$ cat src/rtl/usb_phy_pkg.sv
// ---------------------------------------------------------------------------
// usb_phy_pkg
//   Shared definitions for the USB 1.1 PHY transmit path.
//   - tx_state_e : transmit scheduler states
//   - obuf_t     : output byte register {valid, sop, eop, data}
//   - PID_*      : handshake packet identifiers
//   - ABORT_BYTE : byte sent to terminate a packet that ran dry
// ---------------------------------------------------------------------------
package usb_phy_pkg;

    typedef enum logic [2:0] {
        ST_IDLE,
        ST_HS,
        ST_DATA,
        ST_DRAIN,
        ST_GAP
    } tx_state_e;

    localparam logic [7:0] PID_ACK    = 8'hD2;
    localparam logic [7:0] PID_NAK    = 8'h5A;
    localparam logic [7:0] PID_STALL  = 8'h1E;
    localparam logic [7:0] ABORT_BYTE = 8'hFF;

    typedef struct packed {
        logic       valid;
        logic       sop;
        logic       eop;
        logic [7:0] data;
    } obuf_t;

    // Build a full byte-register entry.
    function automatic obuf_t obuf_load(input logic       sop,
                                        input logic       eop,
                                        input logic [7:0] data);
        obuf_t o;
        o.valid = 1'b1;
        o.sop   = sop;
        o.eop   = eop;
        o.data  = data;
        return o;
    endfunction

endpackage

$ cat src/rtl/phy_tx_sched.sv
// ---------------------------------------------------------------------------
// phy_tx_sched
//   Transmit packet scheduler in front of the byte-to-bit serializer.
//   Arbitrates between a high-priority single-byte handshake source and a
//   sop/eop framed data source, holds each byte until the serializer takes
//   it, enforces an inter-packet gap and aborts a packet on data underrun.
//
// Parameters
//   IPG_CLKS     : clocks from last-byte transfer to next packet start (>=2)
//
// Ports
//   clk, rst_n   : 48 MHz clock, asynchronous active-low reset
//   hs_req/pid   : handshake request (held until hs_done) and its PID
//   hs_done      : pulse in the cycle the handshake byte is transferred
//   d_valid/sop/eop/data, d_ready : data source byte stream
//   tx_sop/eop/valid/data         : registered byte to the serializer
//   tx_ready     : single-cycle byte request from the serializer
//   busy         : scheduler not idle
//   err_underrun : pulse, serializer asked for a byte with none available
//   err_framing  : pulse, non-sop data byte discarded while idle
// ---------------------------------------------------------------------------
module phy_tx_sched
    import usb_phy_pkg::*;
#(
    parameter int unsigned IPG_CLKS = 96
) (
    input  logic       clk,
    input  logic       rst_n,
    input  logic       hs_req,
    input  logic [7:0] hs_pid,
    output logic       hs_done,
    input  logic       d_valid,
    input  logic       d_sop,
    input  logic       d_eop,
    input  logic [7:0] d_data,
    output logic       d_ready,
    output logic       tx_sop,
    output logic       tx_eop,
    output logic       tx_valid,
    output logic [7:0] tx_data,
    input  logic       tx_ready,
    output logic       busy,
    output logic       err_underrun,
    output logic       err_framing
);

    localparam int unsigned      CNT_W    = $clog2(IPG_CLKS);
    localparam logic [CNT_W-1:0] GAP_LOAD = CNT_W'(IPG_CLKS - 1);
    localparam logic [CNT_W-1:0] GAP_ONE  = CNT_W'(1);

    tx_state_e        state_q;
    obuf_t            obuf_q;
    logic [CNT_W-1:0] gap_cnt_q;
    logic             drain_eop_q;     // d_eop already consumed while draining
    logic             err_underrun_q;
    logic             err_framing_q;

    logic xfer;
    logic d_ready_c;
    logic hs_done_c;
    logic accept;
    logic drain_sent;
    logic drain_eop;

    // -----------------------------------------------------------------------
    // Handshake decode. d_ready depends only on state, obuf and tx_ready
    // (plus hs_req in IDLE for handshake priority), never on d_valid.
    // -----------------------------------------------------------------------
    always_comb begin
        xfer      = obuf_q.valid && tx_ready;
        d_ready_c = 1'b0;
        hs_done_c = 1'b0;
        case (state_q)
            ST_IDLE:  d_ready_c = rst_n && !hs_req;
            ST_HS:    hs_done_c = xfer;
            // Accept into an empty register, or reload in the transfer
            // cycle. An empty register with tx_ready pending is an underrun,
            // so no byte is taken then; nothing follows an eop byte.
            ST_DATA:  d_ready_c = !obuf_q.eop &&
                                  (xfer || (!obuf_q.valid && !tx_ready));
            ST_DRAIN: d_ready_c = 1'b1;
            default:  d_ready_c = 1'b0;
        endcase
        accept     = d_valid && d_ready_c;
        // Abort byte gone: either already transferred or going this cycle.
        drain_sent = !obuf_q.valid || xfer;
        drain_eop  = drain_eop_q || (d_valid && d_eop);
    end

    // -----------------------------------------------------------------------
    // Scheduler FSM, byte register and gap counter.
    // -----------------------------------------------------------------------
    always_ff @(posedge clk or negedge rst_n) begin
        if (!rst_n) begin
            state_q        <= ST_IDLE;
            obuf_q         <= '0;
            gap_cnt_q      <= '0;
            drain_eop_q    <= 1'b0;
            err_underrun_q <= 1'b0;
            err_framing_q  <= 1'b0;
        end else begin
            err_underrun_q <= 1'b0;
            err_framing_q  <= 1'b0;

            // Default: a transferred byte empties the register; any load
            // below in the same cycle overrides this.
            if (xfer) begin
                obuf_q.valid <= 1'b0;
                obuf_q.sop   <= 1'b0;
                obuf_q.eop   <= 1'b0;
            end

            case (state_q)
                ST_IDLE: begin
                    if (hs_req) begin
                        obuf_q  <= obuf_load(1'b1, 1'b1, hs_pid);
                        state_q <= ST_HS;
                    end else if (d_valid && d_sop) begin
                        obuf_q  <= obuf_load(1'b1, d_eop, d_data);
                        state_q <= ST_DATA;
                    end else if (d_valid) begin
                        err_framing_q <= 1'b1;
                    end
                end

                ST_HS: begin
                    if (xfer) begin
                        gap_cnt_q <= GAP_LOAD;
                        state_q   <= ST_GAP;
                    end
                end

                ST_DATA: begin
                    if (!obuf_q.valid && tx_ready) begin
                        err_underrun_q <= 1'b1;
                        obuf_q         <= obuf_load(1'b0, 1'b1, ABORT_BYTE);
                        drain_eop_q    <= 1'b0;
                        state_q        <= ST_DRAIN;
                    end else begin
                        if (accept) begin
                            obuf_q <= obuf_load(1'b0, d_eop, d_data);
                        end
                        if (xfer && obuf_q.eop) begin
                            gap_cnt_q <= GAP_LOAD;
                            state_q   <= ST_GAP;
                        end
                    end
                end

                // The abort byte transfer and the source's eop may come in
                // either order; leave only once both have happened.
                ST_DRAIN: begin
                    if (drain_sent && drain_eop) begin
                        drain_eop_q <= 1'b0;
                        gap_cnt_q   <= GAP_LOAD;
                        state_q     <= ST_GAP;
                    end else if (d_valid && d_eop) begin
                        drain_eop_q <= 1'b1;
                    end
                end

                // Leaving as the count reaches zero puts IDLE in the cycle
                // IPG_CLKS after the last transfer, so the next tx_sop can
                // appear IPG_CLKS + 1 cycles after it.
                ST_GAP: begin
                    if (gap_cnt_q <= GAP_ONE) begin
                        gap_cnt_q <= '0;
                        state_q   <= ST_IDLE;
                    end else begin
                        gap_cnt_q <= gap_cnt_q - GAP_ONE;
                    end
                end

                default: begin
                    obuf_q  <= '0;
                    state_q <= ST_IDLE;
                end
            endcase
        end
    end

    assign tx_valid     = obuf_q.valid;
    assign tx_sop       = obuf_q.sop;
    assign tx_eop       = obuf_q.eop;
    assign tx_data      = obuf_q.data;
    assign d_ready      = d_ready_c;
    assign hs_done      = hs_done_c;
    assign busy         = (state_q != ST_IDLE);
    assign err_underrun = err_underrun_q;
    assign err_framing  = err_framing_q;

endmodule

$ cat config.mk
export PLATFORM = sky130hd
export DESIGN_NAME = phy_tx_sched
export DESIGN_NICKNAME = d
export VERILOG_FILES = /design/src/rtl/usb_phy_pkg.sv /design/src/rtl/phy_tx_sched.sv
export SDC_FILE = /design/constraint.sdc
export NUM_CORES = 1
export LEC_CHECK = 0
export ABC_AREA = 1
export CORE_ASPECT_RATIO = 0.5
export CORE_MARGIN = 4
export CORE_UTILIZATION = 45
export CTS_BUF_LIST = sky130_fd_sc_hd__clkbuf_4 sky130_fd_sc_hd__clkbuf_8 sky130_fd_sc_hd__clkbuf_16
export CTS_CLUSTER_SIZE = 40
export DETAILED_ROUTE_END_ITERATION = 12
export PLACE_DENSITY_LB_ADDON = 0.2
export SYNTH_ARGS = -nofsm -noshare
export SYNTH_HDL_FRONTEND = slang
export SYNTH_SLANG_ARGS = --single-unit
export TNS_END_PERCENT = 5
$ cat constraint.sdc
create_clock -name clk -period 1.9 [get_ports clk]
set_clock_uncertainty 0.15 [all_clocks]
set_input_delay 0.19 -clock clk [delete_from_list [all_inputs] [get_ports clk]]
set_output_delay 0.19 -clock clk [all_outputs]
set_load 0.1 [all_outputs]
**Word-level counts from Yosys, hierarchy flattened**

Cells that the tools add are included.

- Register bits: 24
- Input port bits: 23
- Output and inout bits: 16
- Word-level logic and storage cells: 84

- Add/sub/neg operators: 1
- Order comparisons: 1
- Eq/ne operators: 14
- Multiplexer cells: 32
- Bitwise operators: 1
- Reduce and logical (&&, ||, !) cells: 26

Operator list:

| operator | number |
|---|---|
| $mux 11 | 4 |
| $mux 7 | 5 |
| $pmux 11 s3 | 1 |
| $pmux 7 s4 | 1 |
| $mux 3 | 8 |
| $pmux 3 s5 | 1 |
| $ne 2x2->1 const B | 6 |
| $ne 3x3->1 const B | 4 |
| $logic_and 1x1->1 | 10 |
| $mux 1 | 10 |
| $reduce_and 5->1 | 2 |
| $le 7x1->1 const B | 1 |
| $sub 7x1->7 const B | 1 |
| $eq 3x2->1 const B | 2 |
| $reduce_and 3->1 | 2 |
| $logic_not 1->1 | 4 |
| $reduce_bool 4->1 | 1 |
| $eq 3x1->1 const B | 1 |
| $eq 3x3->1 const B | 1 |
| $logic_not 3->1 | 1 |
| $logic_or 1x1->1 | 3 |
| $pmux 1 s3 | 1 |
| $reduce_bool 3->1 | 1 |
| $reduce_or 3->1 | 1 |
| 3 further kinds | 3 |

**Longest topological paths before layout**

- Word-level depth: 9
- Gate-level depth with buffers: 11
- Gate-level depth less buffers: 11

**Worst setup path after synthesis**

OpenSTA, ideal clock, no wires.

- Kind: register to output
- Start point: register obuf_q (netlist bit tx_valid)
- End point: output port hs_done
- Arrival time: 4.154 ns
- Data required time: 1.560 ns
- Path slack: -2.594 ns
- Cell stages (with the launch flop): 4
- Buffers on the path: 0
- Cells stage by stage: dfrtp_1 ha_1 inv_1 nor4_1

- Word-level cells in the longest chain between the ends: 2

RTL lines:

| element | RTL line | RTL |
|---|---|---|
| start: declaration | phy_tx_sched.sv:52 | `obuf_t obuf_q;` |
| start signal: assignment | phy_tx_sched.sv:116 | `obuf_q <= obuf_load(1'b1, 1'b1, hs_pid);` |
| start signal: assignment | phy_tx_sched.sv:119 | `obuf_q <= obuf_load(1'b1, d_eop, d_data);` |
| start signal: assignment | phy_tx_sched.sv:136 | `obuf_q <= obuf_load(1'b0, 1'b1, ABORT_BYTE);` |
| $logic_and 1x1->1 | phy_tx_sched.sv:70 | `xfer = obuf_q.valid && tx_ready;` |
| $mux 1 | phy_tx_sched.sv:73 | `case (state_q)` |
| end: declaration | phy_tx_sched.sv:31 | `output logic hs_done,` |

Every way passes these cells.

**Worst setup path after layout**

- Start point: register state_q[0]
- End point: output port d_ready

- Word-level cells in the longest chain between the ends: 2
- Elaborated cells between the ends (all ways): 4
- Those cells by class: eq/ne (2); mux (1); reduce/logical (1)

RTL lines:

| element | RTL line | RTL |
|---|---|---|
| start: declaration | phy_tx_sched.sv:51 | `tx_state_e state_q;` |
| start signal: assignment | phy_tx_sched.sv:95 | `state_q <= ST_IDLE;` |
| start signal: assignment | phy_tx_sched.sv:117 | `state_q <= ST_HS;` |
| start signal: assignment | phy_tx_sched.sv:120 | `state_q <= ST_DATA;` |
| $eq 3x2->1 / $logic_not 3->1 (equally long branches) | phy_tx_sched.sv:73 |  |
| $pmux 1 s3 * | phy_tx_sched.sv:73 |  |
| end: declaration | phy_tx_sched.sv:36 | `output logic d_ready,` |

Every way passes the cells marked *; elsewhere a longest branch is shown, timed or not.

==> results summary <==
The area growth from synthesis to layout is 38.34%. The post-placement setup slack came out at -0.01902 ns. In the final layout, the multi-input gates occupy 920.9 um^2. The clock-pin slew on the worst setup and hold paths came out at 0.09 ns. The normalized max-slew margin came out at 0.7358. The via density per instance came out at 4.866.

The total of max-cap violations came out at 0. Dividing the synthesized area by the synthesized cell count gives 6.816 um^2. The depth of the CTS H-tree came out at 1. The y dimension of the die is 50.37 um. The number of DRC violations after detailed routing is 0. The initial core utilization is 0.4703.

The fraction of registers with async set or reset after synthesis came out at 1.000. TritonCTS built the clock tree. At the later pin of the worst-skew pair, clock insertion delay measures 0.27 ns. The number of inserted diodes is 0.

The power density of the placed cells is 1703 mW/mm^2. The maximum clock frequency came out at 557.4 MHz. Setup repair after global routing could not meet its margin everywhere.

The run finished with clean final reports. The initial antenna violation count is 0. The fraction of power consumed by sequential logic is 0.225.

Yosys printed 0 warnings. The register cell area after layout is ~600 um^2. The count of TritonRoute iterations in the first routing pass came out at 4. In this run the critical register-to-register path is captured at state_q[0]. The netlist uses 28 different library cells. The switching part of the total power is 0.5724.

The final HPWL from detailed placement came out at between 3000 and 4000 um. The share of post-route cells with drive strength above 1 is 0.1895. The type of the worst min-delay path is primary input to async pin. The per-cell routed wire length came out at about 12 um. The number of nets in the synthesized netlist is ~270. Data on the critical path is required at its endpoint by 1.56 ns.

The deepest clock path buffer count is 2. Yosys instantiated no cell more often than sky130_fd_sc_hd__nand2_1. The critical register-to-register path startpoint is tx_valid.

The total I/O pin count is 39. Clock tree synthesis found a total of 24 sinks. The floorplan row count came out at 15. The pin count of the biggest net entering global routing came out at 25. In this run the worst setup path begins at state_q[0]. The antenna violation net count after detailed routing is 0. The count of flip-flops with a built-in enable after synthesis is 0. The met1 routing resource usage after global routing came out at 0.2273.

The type of destination of the critical path is an output pin. Counting the fill cells in the layout gives 308. The met3 usage is 0.04940. The depth of the worst register-to-register path came out at 10. The internal power came out at 1628 uW. The arrival time of the worst setup path came out at 1.45 ns. The first-pass GRT wire length came out at 7058 um.

For met2 alone, demand over resource in global routing was 0.3397. The standby leakage power came out at roughly 0.0011 uW. The layer flagged by global routing as most heavily used is met2. The routability congestion estimate is around 0.82. In the post-synthesis netlist, the biggest area contributors are sky130_fd_sc_hd__dfrtp_1 (37%), sky130_fd_sc_hd__nand2_1 (17%), sky130_fd_sc_hd__nor2_1 (10%), sky130_fd_sc_hd__nand3_1 (7.4%), sky130_fd_sc_hd__inv_1 (5.1%). The total routed wirelength is around 4000 um.

The number of instances in the synthesized netlist came out at 237. The net count reported at finish came out at 314. The sum of negative setup slack is 0 ns. TritonCTS created 3 clock buffers. The detailed router finished its first iteration with 85 violations. The setup slack of the worst register-to-register path came out at about 0.12 ns.

In this run the worst setup path terminates at d_ready. The smallest hold slack is 0.1709 ns. Traced cell by cell, the critical path runs through nor2_2 > nand3_1 > nand2_4 > buf_12. The final critical-path share of the clock period is 0.9443. The cell area after synthesis is 0.001615 mm^2. The start-to-end type of the worst setup path is flop to output pin.

The post-route minimum period is 1.794 ns. Of the post-synthesis cell area, the dominant cell type holds 0.3718. The category of the worst setup path launch point is a flop. The part of the power in the clock network came out at 0.087. For this design, the slowest cell found on the critical path is sky130_fd_sc_hd__dfrtp_1.

The total count of max-transition violations in the final report is 0. The via count of the first global-routing pass came to 1615. Input and output buffers added on the ports amount to 38. The core area came out at 0.003435 mm^2. On the worst path, the slowest cell contributes a delay of 0.47 ns. The number of endpoints with negative hold slack in the final report is 0. By count the netlist is led by sky130_fd_sc_hd__nand2_1 (72), sky130_fd_sc_hd__nor2_1 (43), sky130_fd_sc_hd__dfrtp_1 (24), sky130_fd_sc_hd__nand3_1 (24), sky130_fd_sc_hd__inv_1 (22). The maximum fanout along the worst path came out at 7. At the pin with the least slew margin, the transition time is 0.3949 ns. The root buffer cell chosen for the clock tree is sky130_fd_sc_hd__clkbuf_8. Measured along the x axis, the die boundary spans around 93 um. The flip-flop and latch count after synthesis came out at 24. The worst-case vdd ir drop came out at 1092 uV. The die area is 0.004670 mm^2. Summed over all nets, the switching power comes to 2178 uW. The share of the Yosys chip area taken by registers is 0.3718. The total overflow reported by the global router is 0. The most frequently used flop master after synthesis is sky130_fd_sc_hd__dfrtp_1. The via count is 1635.

The combinational share of power is 0.688. The largest total area in the synthesized netlist belongs to sky130_fd_sc_hd__dfrtp_1. The number of setup violations in the final report came out at 0. The minimum setup slack in the final design is about 0.11 ns.

The overall global routing resource usage came out at 0.1887.
## cell families (layout without fill, tap and decap cells)
| group | after synthesis | in the layout | synth area share |
|---|---|---|---|
| flops | 24 | 24 | 0.3718 |
| xor+xnor | 4 | 4 | 0.02169 |
| buf+inv | 31 | 79 | 0.08288 |
| fa+ha+maj | 5 | 5 | 0.03873 |
| simple gates | 154 | 154 | 0.4113 |
| compound gates | 19 | 19 | 0.07358 |
## sequential cells by signal, indices dropped and copies added (netlist names)
signal        count
tx_data           8
tx_eop            1
tx_sop            1
gap_cnt_q         7
err_framing       1
drain_eop_q       1
err_underrun      1
state_q           3
tx_valid          1
## layout by cell type, fill, tap and decap left out
master                             n
sky130_fd_sc_hd__buf_12            6
sky130_fd_sc_hd__a21oi_1           3
sky130_fd_sc_hd__o211ai_1          1
sky130_fd_sc_hd__nand3_1          24
sky130_fd_sc_hd__nor2_1           42
sky130_fd_sc_hd__dfrtp_4           1
sky130_fd_sc_hd__nor2_4            1
sky130_fd_sc_hd__dfrtp_2           1
sky130_fd_sc_hd__nand2_4           3
sky130_fd_sc_hd__o21a_1            3
sky130_fd_sc_hd__nor3_1            2
sky130_fd_sc_hd__inv_2             6
sky130_fd_sc_hd__o31ai_1           1
sky130_fd_sc_hd__ha_4              1
sky130_fd_sc_hd__clkdlybuf4s50_1  22
sky130_fd_sc_hd__o21ai_0           8
sky130_fd_sc_hd__buf_4            21
sky130_fd_sc_hd__nand4_1           1
sky130_fd_sc_hd__ha_1              4
sky130_fd_sc_hd__nor2_2            5
sky130_fd_sc_hd__nand2_1          70
sky130_fd_sc_hd__nand3_2           1
sky130_fd_sc_hd__clkbuf_4          1
sky130_fd_sc_hd__a21oi_4           1
sky130_fd_sc_hd__nand2_2           2
sky130_fd_sc_hd__inv_1            20
sky130_fd_sc_hd__o21ai_1           2
sky130_fd_sc_hd__clkbuf_8          3
sky130_fd_sc_hd__xor2_1            3
sky130_fd_sc_hd__dfrtp_1          22
sky130_fd_sc_hd__nor4_4            1
sky130_fd_sc_hd__nand3b_1          2
sky130_fd_sc_hd__xnor2_1           1
## cell type report
class                   instances  area share
multi-input cells             182      0.4121
clock buffers                   4     0.02184
flip-flops and latches         24      0.2710
well taps                      51     0.02856
inverters                      26     0.04367
repair buffers                 49      0.2228
## how the worst min path moves through the flow
stage | start | endpoint | slack, ns | cells past startpoint
after floorplan | rst_n | drain_eop_q | -0.26 | 0
after global placement | tx_data[5] | tx_data[5] | 0.31 | 2
after detailed placement | tx_data[6] | tx_data[6] | 0.31 | 2
after CTS | rst_n | err_framing | 0.18 | 2
after global routing | rst_n | err_framing | 0.21 | 2
final | rst_n | tx_valid | 0.17 | 2
## through the flow
step	instances	power [uW]	area, um^2	util
detailed placement	332	3476	2181	0.6350
global placement	332	3434	2181	0.6350
CTS	336	3819	2232	0.6499
global route	336	4063	2235	0.6506
floorplan	237	2779	1655	-
finish	336	3806	2235	0.6506
## timing repair
item,4_1_cts,5_1_grt
gates resized for setup,2,2
pin swaps,2,1
hold buffers,0,0
buffers inserted,1,0
endpoints found under the setup margin,1,5
## critical path, delay by kind of cell, from the launching register on
family | cells | cell delay [ns]
flops | 1 | 0.47
simple gates | 3 | 0.54
buf+inv | 1 | 0.17
## power groups by stage
stage / Clock (uW) / Sequential, uW / Combinational, uW
final: 331 / 858 / 2620
after global routing: 361 / 886 / 2820
after CTS: 335 / 858 / 2630
after detailed placement: 0 / 880 / 2600
after global placement: 0 / 879 / 2560
after floorplan: 0 / 1630 / 1150
## per-layer routing
metal,part of all wire,wire length [um]
met1,0.44,1780
met2,0.49,2003
met3,0.054,219
met4,0.011,44
met5,0,0
Power figures use the tool's default switching activity.
